$ cat src/rtl/vga_timing_gen.sv
// Parametrised VGA raster timing generator.
// Free-running x/y raster counters with hold, undelayed position strobes,
// a line-prefetch request for the line-buffer fetch logic, and polarity-
// configurable sync/blank outputs delayed to match the downstream pixel pipe.
module vga_timing_gen #(
  parameter int H_ACTIVE = 640,
  parameter int H_FP     = 16,
  parameter int H_SYNC   = 96,
  parameter int H_BP     = 48,
  parameter int V_ACTIVE = 480,
  parameter int V_FP     = 10,
  parameter int V_SYNC   = 2,
  parameter int V_BP     = 33,
  parameter bit HS_POL   = 1'b0,
  parameter bit VS_POL   = 1'b0,
  parameter int PIPE_DLY = 2,
  parameter int CW       = 10
) (
  input  logic          vga_clk,
  input  logic          reset,
  input  logic          enable,
  output logic [CW-1:0] x_pos,
  output logic [CW-1:0] y_pos,
  output logic          active,
  output logic          line_end,
  output logic          frame_end,
  output logic          line_req,
  output logic [CW-1:0] req_line,
  output logic [7:0]    frame_count,
  output logic          vga_hs,
  output logic          vga_vs,
  output logic          vga_blank
);

  localparam int H_TOTAL = H_ACTIVE + H_FP + H_SYNC + H_BP;
  localparam int V_TOTAL = V_ACTIVE + V_FP + V_SYNC + V_BP;

  localparam logic [CW-1:0] H_LAST   = CW'(H_TOTAL - 1);
  localparam logic [CW-1:0] V_LAST   = CW'(V_TOTAL - 1);
  localparam logic [CW-1:0] H_ACT    = CW'(H_ACTIVE);
  localparam logic [CW-1:0] V_ACT    = CW'(V_ACTIVE);
  localparam logic [CW-1:0] HS_START = CW'(H_ACTIVE + H_FP);
  localparam logic [CW-1:0] HS_END   = CW'(H_ACTIVE + H_FP + H_SYNC - 1);
  localparam logic [CW-1:0] VS_START = CW'(V_ACTIVE + V_FP);
  localparam logic [CW-1:0] VS_END   = CW'(V_ACTIVE + V_FP + V_SYNC - 1);

  logic          h_last;
  logic          v_last;
  logic [CW-1:0] next_line;
  logic          req_hit;
  logic          hs_lvl;
  logic          vs_lvl;
  logic          blank_lvl;

  // Stage 0 holds the registered decode; stages 1..PIPE_DLY model the pixel pipe.
  logic [PIPE_DLY:0] hs_pipe;
  logic [PIPE_DLY:0] vs_pipe;
  logic [PIPE_DLY:0] blank_pipe;

  assign h_last    = (x_pos == H_LAST);
  assign v_last    = (y_pos == V_LAST);
  assign active    = (x_pos < H_ACT) && (y_pos < V_ACT);
  assign line_end  = h_last && enable;
  assign frame_end = line_end && v_last;

  // Prefetch targets the line after the current one, wrapping at frame end,
  // and is only requested for visible lines.
  assign next_line = v_last ? '0 : y_pos + 1'b1;
  assign req_hit   = enable && (x_pos == H_ACT) && (next_line < V_ACT);

  // Sync levels already carry their polarity; VS is purely line-based.
  assign hs_lvl    = ((x_pos >= HS_START) && (x_pos <= HS_END)) ? HS_POL : ~HS_POL;
  assign vs_lvl    = ((y_pos >= VS_START) && (y_pos <= VS_END)) ? VS_POL : ~VS_POL;
  assign blank_lvl = active;

  // Raster counters: x wraps into a y step, y wraps at the last line; hold when disabled.
  always_ff @(posedge vga_clk or posedge reset) begin
    if (reset) begin
      x_pos <= '0;
      y_pos <= '0;
    end else if (enable) begin
      if (h_last) begin
        x_pos <= '0;
        y_pos <= v_last ? '0 : y_pos + 1'b1;
      end else begin
        x_pos <= x_pos + 1'b1;
      end
    end
  end

  // Completed-frame counter, wraps naturally at 8 bits.
  always_ff @(posedge vga_clk or posedge reset) begin
    if (reset) begin
      frame_count <= '0;
    end else if (frame_end) begin
      frame_count <= frame_count + 8'd1;
    end
  end

  // One-cycle prefetch pulse at start of hblank; req_line holds between pulses.
  always_ff @(posedge vga_clk or posedge reset) begin
    if (reset) begin
      line_req <= 1'b0;
      req_line <= '0;
    end else begin
      line_req <= req_hit;
      if (req_hit) begin
        req_line <= next_line;
      end
    end
  end

  generate
    if (PIPE_DLY == 0) begin : g_no_pipe
      // Registered decode only; runs regardless of enable.
      always_ff @(posedge vga_clk or posedge reset) begin
        if (reset) begin
          hs_pipe    <= ~HS_POL;
          vs_pipe    <= ~VS_POL;
          blank_pipe <= 1'b0;
        end else begin
          hs_pipe    <= hs_lvl;
          vs_pipe    <= vs_lvl;
          blank_pipe <= blank_lvl;
        end
      end
    end else begin : g_pipe
      // Registered decode followed by the delay line; runs regardless of enable.
      always_ff @(posedge vga_clk or posedge reset) begin
        if (reset) begin
          hs_pipe    <= {(PIPE_DLY+1){~HS_POL}};
          vs_pipe    <= {(PIPE_DLY+1){~VS_POL}};
          blank_pipe <= '0;
        end else begin
          hs_pipe    <= {hs_pipe[PIPE_DLY-1:0], hs_lvl};
          vs_pipe    <= {vs_pipe[PIPE_DLY-1:0], vs_lvl};
          blank_pipe <= {blank_pipe[PIPE_DLY-1:0], blank_lvl};
        end
      end
    end
  endgenerate

  assign vga_hs    = hs_pipe[PIPE_DLY];
  assign vga_vs    = vs_pipe[PIPE_DLY];
  assign vga_blank = blank_pipe[PIPE_DLY];

endmodule

$ cat config.mk
export PLATFORM = sky130hd
export DESIGN_NAME = vga_timing_gen
export DESIGN_NICKNAME = d
export VERILOG_FILES = /design/src/rtl/vga_timing_gen.sv
export SDC_FILE = /design/constraint.sdc
export NUM_CORES = 1
export LEC_CHECK = 0
export BUFFER_PORTS_ARGS = -buffer_cell sky130_fd_sc_hd__buf_2
export CAP_MARGIN = 30
export CORE_MARGIN = 1
export CORE_UTILIZATION = 50
export CTS_CLUSTER_DIAMETER = 120
export DETAILED_ROUTE_END_ITERATION = 10
export PLACE_DENSITY = 0.74
export SLEW_MARGIN = 20
export SYNTH_ARGS = -nofsm -noshare
export SYNTH_HDL_FRONTEND = slang
export SYNTH_SLANG_ARGS = --single-unit
$ cat constraint.sdc
create_clock -name vga_clk -period 4.2 [get_ports vga_clk]
set_input_delay 0.21 -clock vga_clk [delete_from_list [all_inputs] [get_ports vga_clk]]
set_output_delay 0.21 -clock vga_clk [all_outputs]
set_load 0.005 [all_outputs]
Yosys cells after proc, flatten, opt, wreduce, memory -nomap -nowiden
Cells that the tools add are included.
W data, S select, Z words.
- input port bits: 3
- output and inout port bits: 45
- bits in registers: 48
- logic and storage cells: 33
- reduce and logical (&&, ||, !) cells: 8
- equality and inequality tests: 3
- order comparisons: 7
- muxes and demuxes: 4
- add/subtract/negate cells: 3
- operators by type and width (kind ; count):
    $eq A10 B10 Y1 const B ; 3
    $add A10 B1 Y10 const B ; 2
    $lt A10 B9 Y1 const B ; 2
    $mux W10 ; 2
    $ge A10 B10 Y1 const B ; 1
    $ge A10 B9 Y1 const B ; 1
    $le A10 B10 Y1 const B ; 1
    $le A10 B9 Y1 const B ; 1
    $lt A10 B10 Y1 const B ; 1
    $add A8 B1 Y8 const B ; 1
    $logic_and A1 B1 Y1 ; 7
    $mux W1 ; 2
    $reduce_and A2 Y1 ; 1

Longest topological paths before layout
- depth in word-level cells: 4
- depth in mapped cells: 8
- gate-level depth less buffers: 7

Least setup slack after synthesis
Ideal clock, no wire load.
- kind: flip-flop to flip-flop
- start: register y_pos[5]
- end: register req_line[4]
- library setup time: 0.125 ns
- data required time: 4.075 ns
- stages on the path, launching flop included: 8
- setup slack: 1.964 ns
- buffers on the path: 2
- clock period less this slack: 2.236 ns
- data arrival time: 2.111 ns
- path through: dfrtp_1 > buf_4 > or3_1 > or4_1 > buf_6 > a311oi_2 > o21ai_2 > mux2_4
- word-level cells in the longest chain between the ends: 4
- elaborated cells on any way between the ends: 5
- those cells by class: add/sub: 1; order compare: 1; eq/ne: 1; mux: 1; reduce/logical: 1
- RTL lines (what ; line ; source):
    start, declared ; 23 ; output logic [CW-1:0] y_pos,
    start signal, assigned ; 84 ; y_pos <= v_last ? '0 : y_pos + 1'b1;
    $add A10 B1 Y10 or $eq A10 B10 Y1 (tied branches) ; 68, 61 ;
    $mux W10 * ; 68 ; assign next_line = v_last ? '0 : y_pos + 1'b1;
    $lt A10 B9 Y1 ; 69 ; assign req_hit = enable && (x_pos == H_ACT) && (next_line < V_ACT);
    $logic_and A1 B1 Y1 ; 69 ;
    end signal, assigned ; 108 ; req_line <= next_line;
    end, declared ; 28 ; output logic [CW-1:0] req_line,
Mark *: on every way between the ends. The rest lies on a longest branch, timed or not.
A chain may end at the register's enable or synchronous reset.

Worst setup path in the final report
- start: register x_pos[5]
- end: output port line_end
- word-level cells in the longest chain between the ends: 2
- RTL lines (what ; line ; source):
    start, declared ; 22 ; output logic [CW-1:0] x_pos,
    start signal, assigned ; 86 ; x_pos <= x_pos + 1'b1;
    $eq A10 B10 Y1 ; 60 ; assign h_last = (x_pos == H_LAST);
    $logic_and A1 B1 Y1 ; 63 ; assign line_end = h_last && enable;
    end, declared ; 25 ; output logic line_end,
Every way passes these cells.

==> impl_metrics.py <==
metrics = {
    "place": {
        "hpwl_microns": 3110,
        "gp_congestion": 0.759,
        "port_buffers": 47,
    },
    "synth": {
        "syn_area_sq_um": 2310,
        "yosys_warnings": 0,
        "synth_edf_count": 0,
        "synth_top_family_by_area": "simple AND/OR/NAND/NOR gates",
        "synth-main-ff-cell": "dfrtp_1",
        "ys_top_cells_by_area": "dfrtp_1 46%, xnor2_1 7.2%, dfstp_2 6.8%",
        "synth_compound_area_share_pct": 8.83,
        "synth-adder-area-share_pct": 2.71,
        "postSynthAreaPerCell_sq_um": 10.9,
        "synth_top_area_share_pct": 45.5,
        "synth.distinct_cells": 44,
        "synth_xor_xnor_area_share_pct": 9.48,
        "synthMuxAreaShare_pct": 3.74,
        "seq_area_frac_synth_pct": 52.3,
        "async_flop_share_pct": 100,
        "synth_cells": 211,
        "synth-seq-cells": 48,
        "synth_fp_nets": 219,
        "synth_top_area_cell": "dfrtp_1",
        "yosys.area_share.simple_pct": 18.3,
    },
    "floorplan": {
        "die_w_microns": 70.0,
        "die_h_microns": 70.0,
        "initial_core_util_pct": 52.7,
        "io_pins": 48,
        "die_area_sq_um": 4900,
        "rows": 24,
        "core_sq_um": 4380,
    },
    "clock_tree": {
        "cts_max_path_buffers": 2,
        "cts_resized": 0,
        "root_buffer": "clkbuf_8",
        "cts_inserted_buffers": 5,
        "htreeDepth": 2,
        "clk_pin_slew_ns": 0.08,
        "clock_latency_ns": 0.30,
        "clock_sinks": 48,
        "cts_tree": "built",
    },
    "pwr": {
        "ir_worst_vdd_mv": 0.259,
        "power.density_nw_per_um2": 382,
        "leakage_nw": 1.36,
    },
    "drt": {
        "wl_per_cell_microns": 14.2,
        "remaining_drc_errors": 0,
        "vias": 1698,
        "first_iter_violations": 90,
        "ant_nets": 0,
        "via_per_inst": 5.50,
        "drtPass1Iterations": 4,
        "wl_microns": 4400,
    },
    "global_route": {
        "gr-usage-all-layers_pct": 19.5,
        "grt_pass1_wl_microns": 7520,
        "grt-ovfl-total": 0,
        "grt_start_max_net_pins": 28,
        "antenna_found_initial": 0,
        "first_global_vias": 1543,
    },
    "sta": {
        "final_max_slew_viol_count": 0,
        "relSlewSlack_pct": 56.1,
        "final_hold_viol_count": 0,
        "setup_violations": 0,
        "fin_crit_sh_pct": 60.2,
        "clock_skew_ns": 0.00564,
        "period_minus_slack_ns": 2.53,
        "rsz0062_at_grt": "no",
        "max_freq_mhz": 395,
        "tns_ns": 0,
        "worst_pin_slew_ns": 0.652,
    },
    "cells_and_area": {
        "syn2layout_area_growth_pct": 16.8,
        "diodes": 0,
        "nNetsFinal": 264,
        "drive_above_1_share_pct": 30.7,
        "final_core_util_pct": 61.5,
    },
    "setup_path": {
        "reg2reg_setup_slack_ns": 1.75,
        "cp-end-kind": "output port",
        "cp.required_ns": 3.99,
        "worstSetupStartpointType": "flip-flop",
        "critPathArrivalTime_ns": 2.32,
        "r2r-start": "y_pos[2]",
        "critical_path_class": "reg -> out",
        "timing.rr.end": "req_line[0]",
        "crit_fanout": 14,
        "r2r_cells": 5,
    },
    "worst_hold_path": {
        "worstHoldStart": "enable",
        "hold_depth": 2,
        "hold_path_end": "x_pos[1]",
        "hold_class": "in -> reg",
    },
    "status": {
        "outcome": "complete, no violations",
    },
    "run": {
        "maxCapViolCount": 0,
    },
}
-- through the flow --
stage	power, W	worst slack (ns)	instance area, sq um	hold WS [ns]	cells
6_report	0.00103	1.67	2700	0.238	309
4_1_cts	0.00104	1.68	2700	0.237	309
2_1_floorplan	0.000628	1.96	2310	0.331	211
5_1_grt	0.00109	1.51	2700	0.254	309
3_3_place_gp	0.000670	1.87	2540	0.334	298
3_5_place_dp	0.000679	1.81	2560	0.255	300
-- critical path, stage by stage (launching register included) --
cell and delay (ns):
dfrtp_1 0.49, nor4b_1 0.44, nand4_1 0.42, inv_1 0.48, buf_2 0.20
-- area by class of cell --
type	count	area, sq um
fillers	373	1690
flip-flops and latches	48	1210
multi-input cells	142	993
repair buffers	50	270
clock buffers	7	96.3
well taps	52	65.1
inverters	9	33.8
clock inverters	1	30.0
-- logic make-up after synthesis --
kind of cell	Yosys count
AOI/OAI and AO/OA	26
xor gates and xnor gates	25
adders and majority gates	5
buffers and inverters	21
DFF	48
muxes	6
and+or+nand+nor	80
-- layer usage --
metal  up-vias  wire, microns  track usage [%]  share of wire, %
met2        43           1950             28.6                44
met4         0             57             6.00               1.3
li1        823              -                -                 -
met5         -              0                0                 0
met3         7            195             4.47               4.4
met1       825           2200             28.6                50
-- worst max-delay path by stage --
stage,startpoint,endpoint,slack (ns),depth (start not counted)
floorplan,y_pos[5],req_line[4],1.96,7
global placement,y_pos[0],req_line[4],1.87,7
detailed placement,y_pos[0],req_line[0],1.81,7
CTS,x_pos[5],line_end,1.68,4
global route,x_pos[5],line_end,1.51,4
finish,x_pos[5],line_end,1.67,4
-- power by group --
group          internal [W]  switching (W)  total, W
Sequential         0.000491      0.0000533  0.000544
Clock              0.000210       0.000149  0.000359
Combinational     0.0000636      0.0000623  0.000126
-- cell usage after synthesis (5+ instances only) --
library cell,instances
dfrtp_1,42
xnor2_1,19
nor2_1,17
nand2_1,16
nand4_1,13
inv_1,9
o21ai_0,8
nand3_1,7
and3_1,6
dfstp_2,6
xor2_1,6
a21oi_1,5
ha_1,5
mux2_4,5
-- placed cells by master (no fill, tap or decap), drive strengths merged, types with 2 or more instances in the layout --
| cell | Yosys | routed |
|---|---|---|
| ha | 5 | 5 |
| nor3 | 4 | 4 |
| a311oi | 2 | 2 |
| dfstp | 6 | 6 |
| o21a | 2 | 2 |
| o21ai | 9 | 9 |
| buf | 6 | 49 |
| or3 | 4 | 4 |
| and2 | 3 | 3 |
| nor4 | 3 | 3 |
| nand2 | 16 | 16 |
| xor2 | 6 | 6 |
| nand4 | 13 | 13 |
| nor4b | 2 | 2 |
| mux2 | 6 | 6 |
| nor2 | 18 | 18 |
| xnor2 | 19 | 19 |
| a21oi | 5 | 5 |
| a2bb2oi | 3 | 3 |
| nand3 | 7 | 7 |
| inv | 9 | 9 |
| and3 | 6 | 6 |
| and3b | 2 | 2 |
| dfrtp | 42 | 42 |
| clkbuf | 6 | 7 |
-- flip-flops by register name, summed over array words and instances (netlist names) --
| signal | flops |
|---|---|
| hs_pipe | 3 |
| req_line | 10 |
| line_req | 1 |
| frame_count | 8 |
| vs_pipe | 3 |
| x_pos | 10 |
| y_pos | 10 |
| blank_pipe | 3 |
-- what timing repair did --
action / CTS / global route
buffers inserted: 0 / 0
endpoints found under the hold margin: 18 / 0
hold buffers: 1 / 0
(Power assumes the default switching activity.)
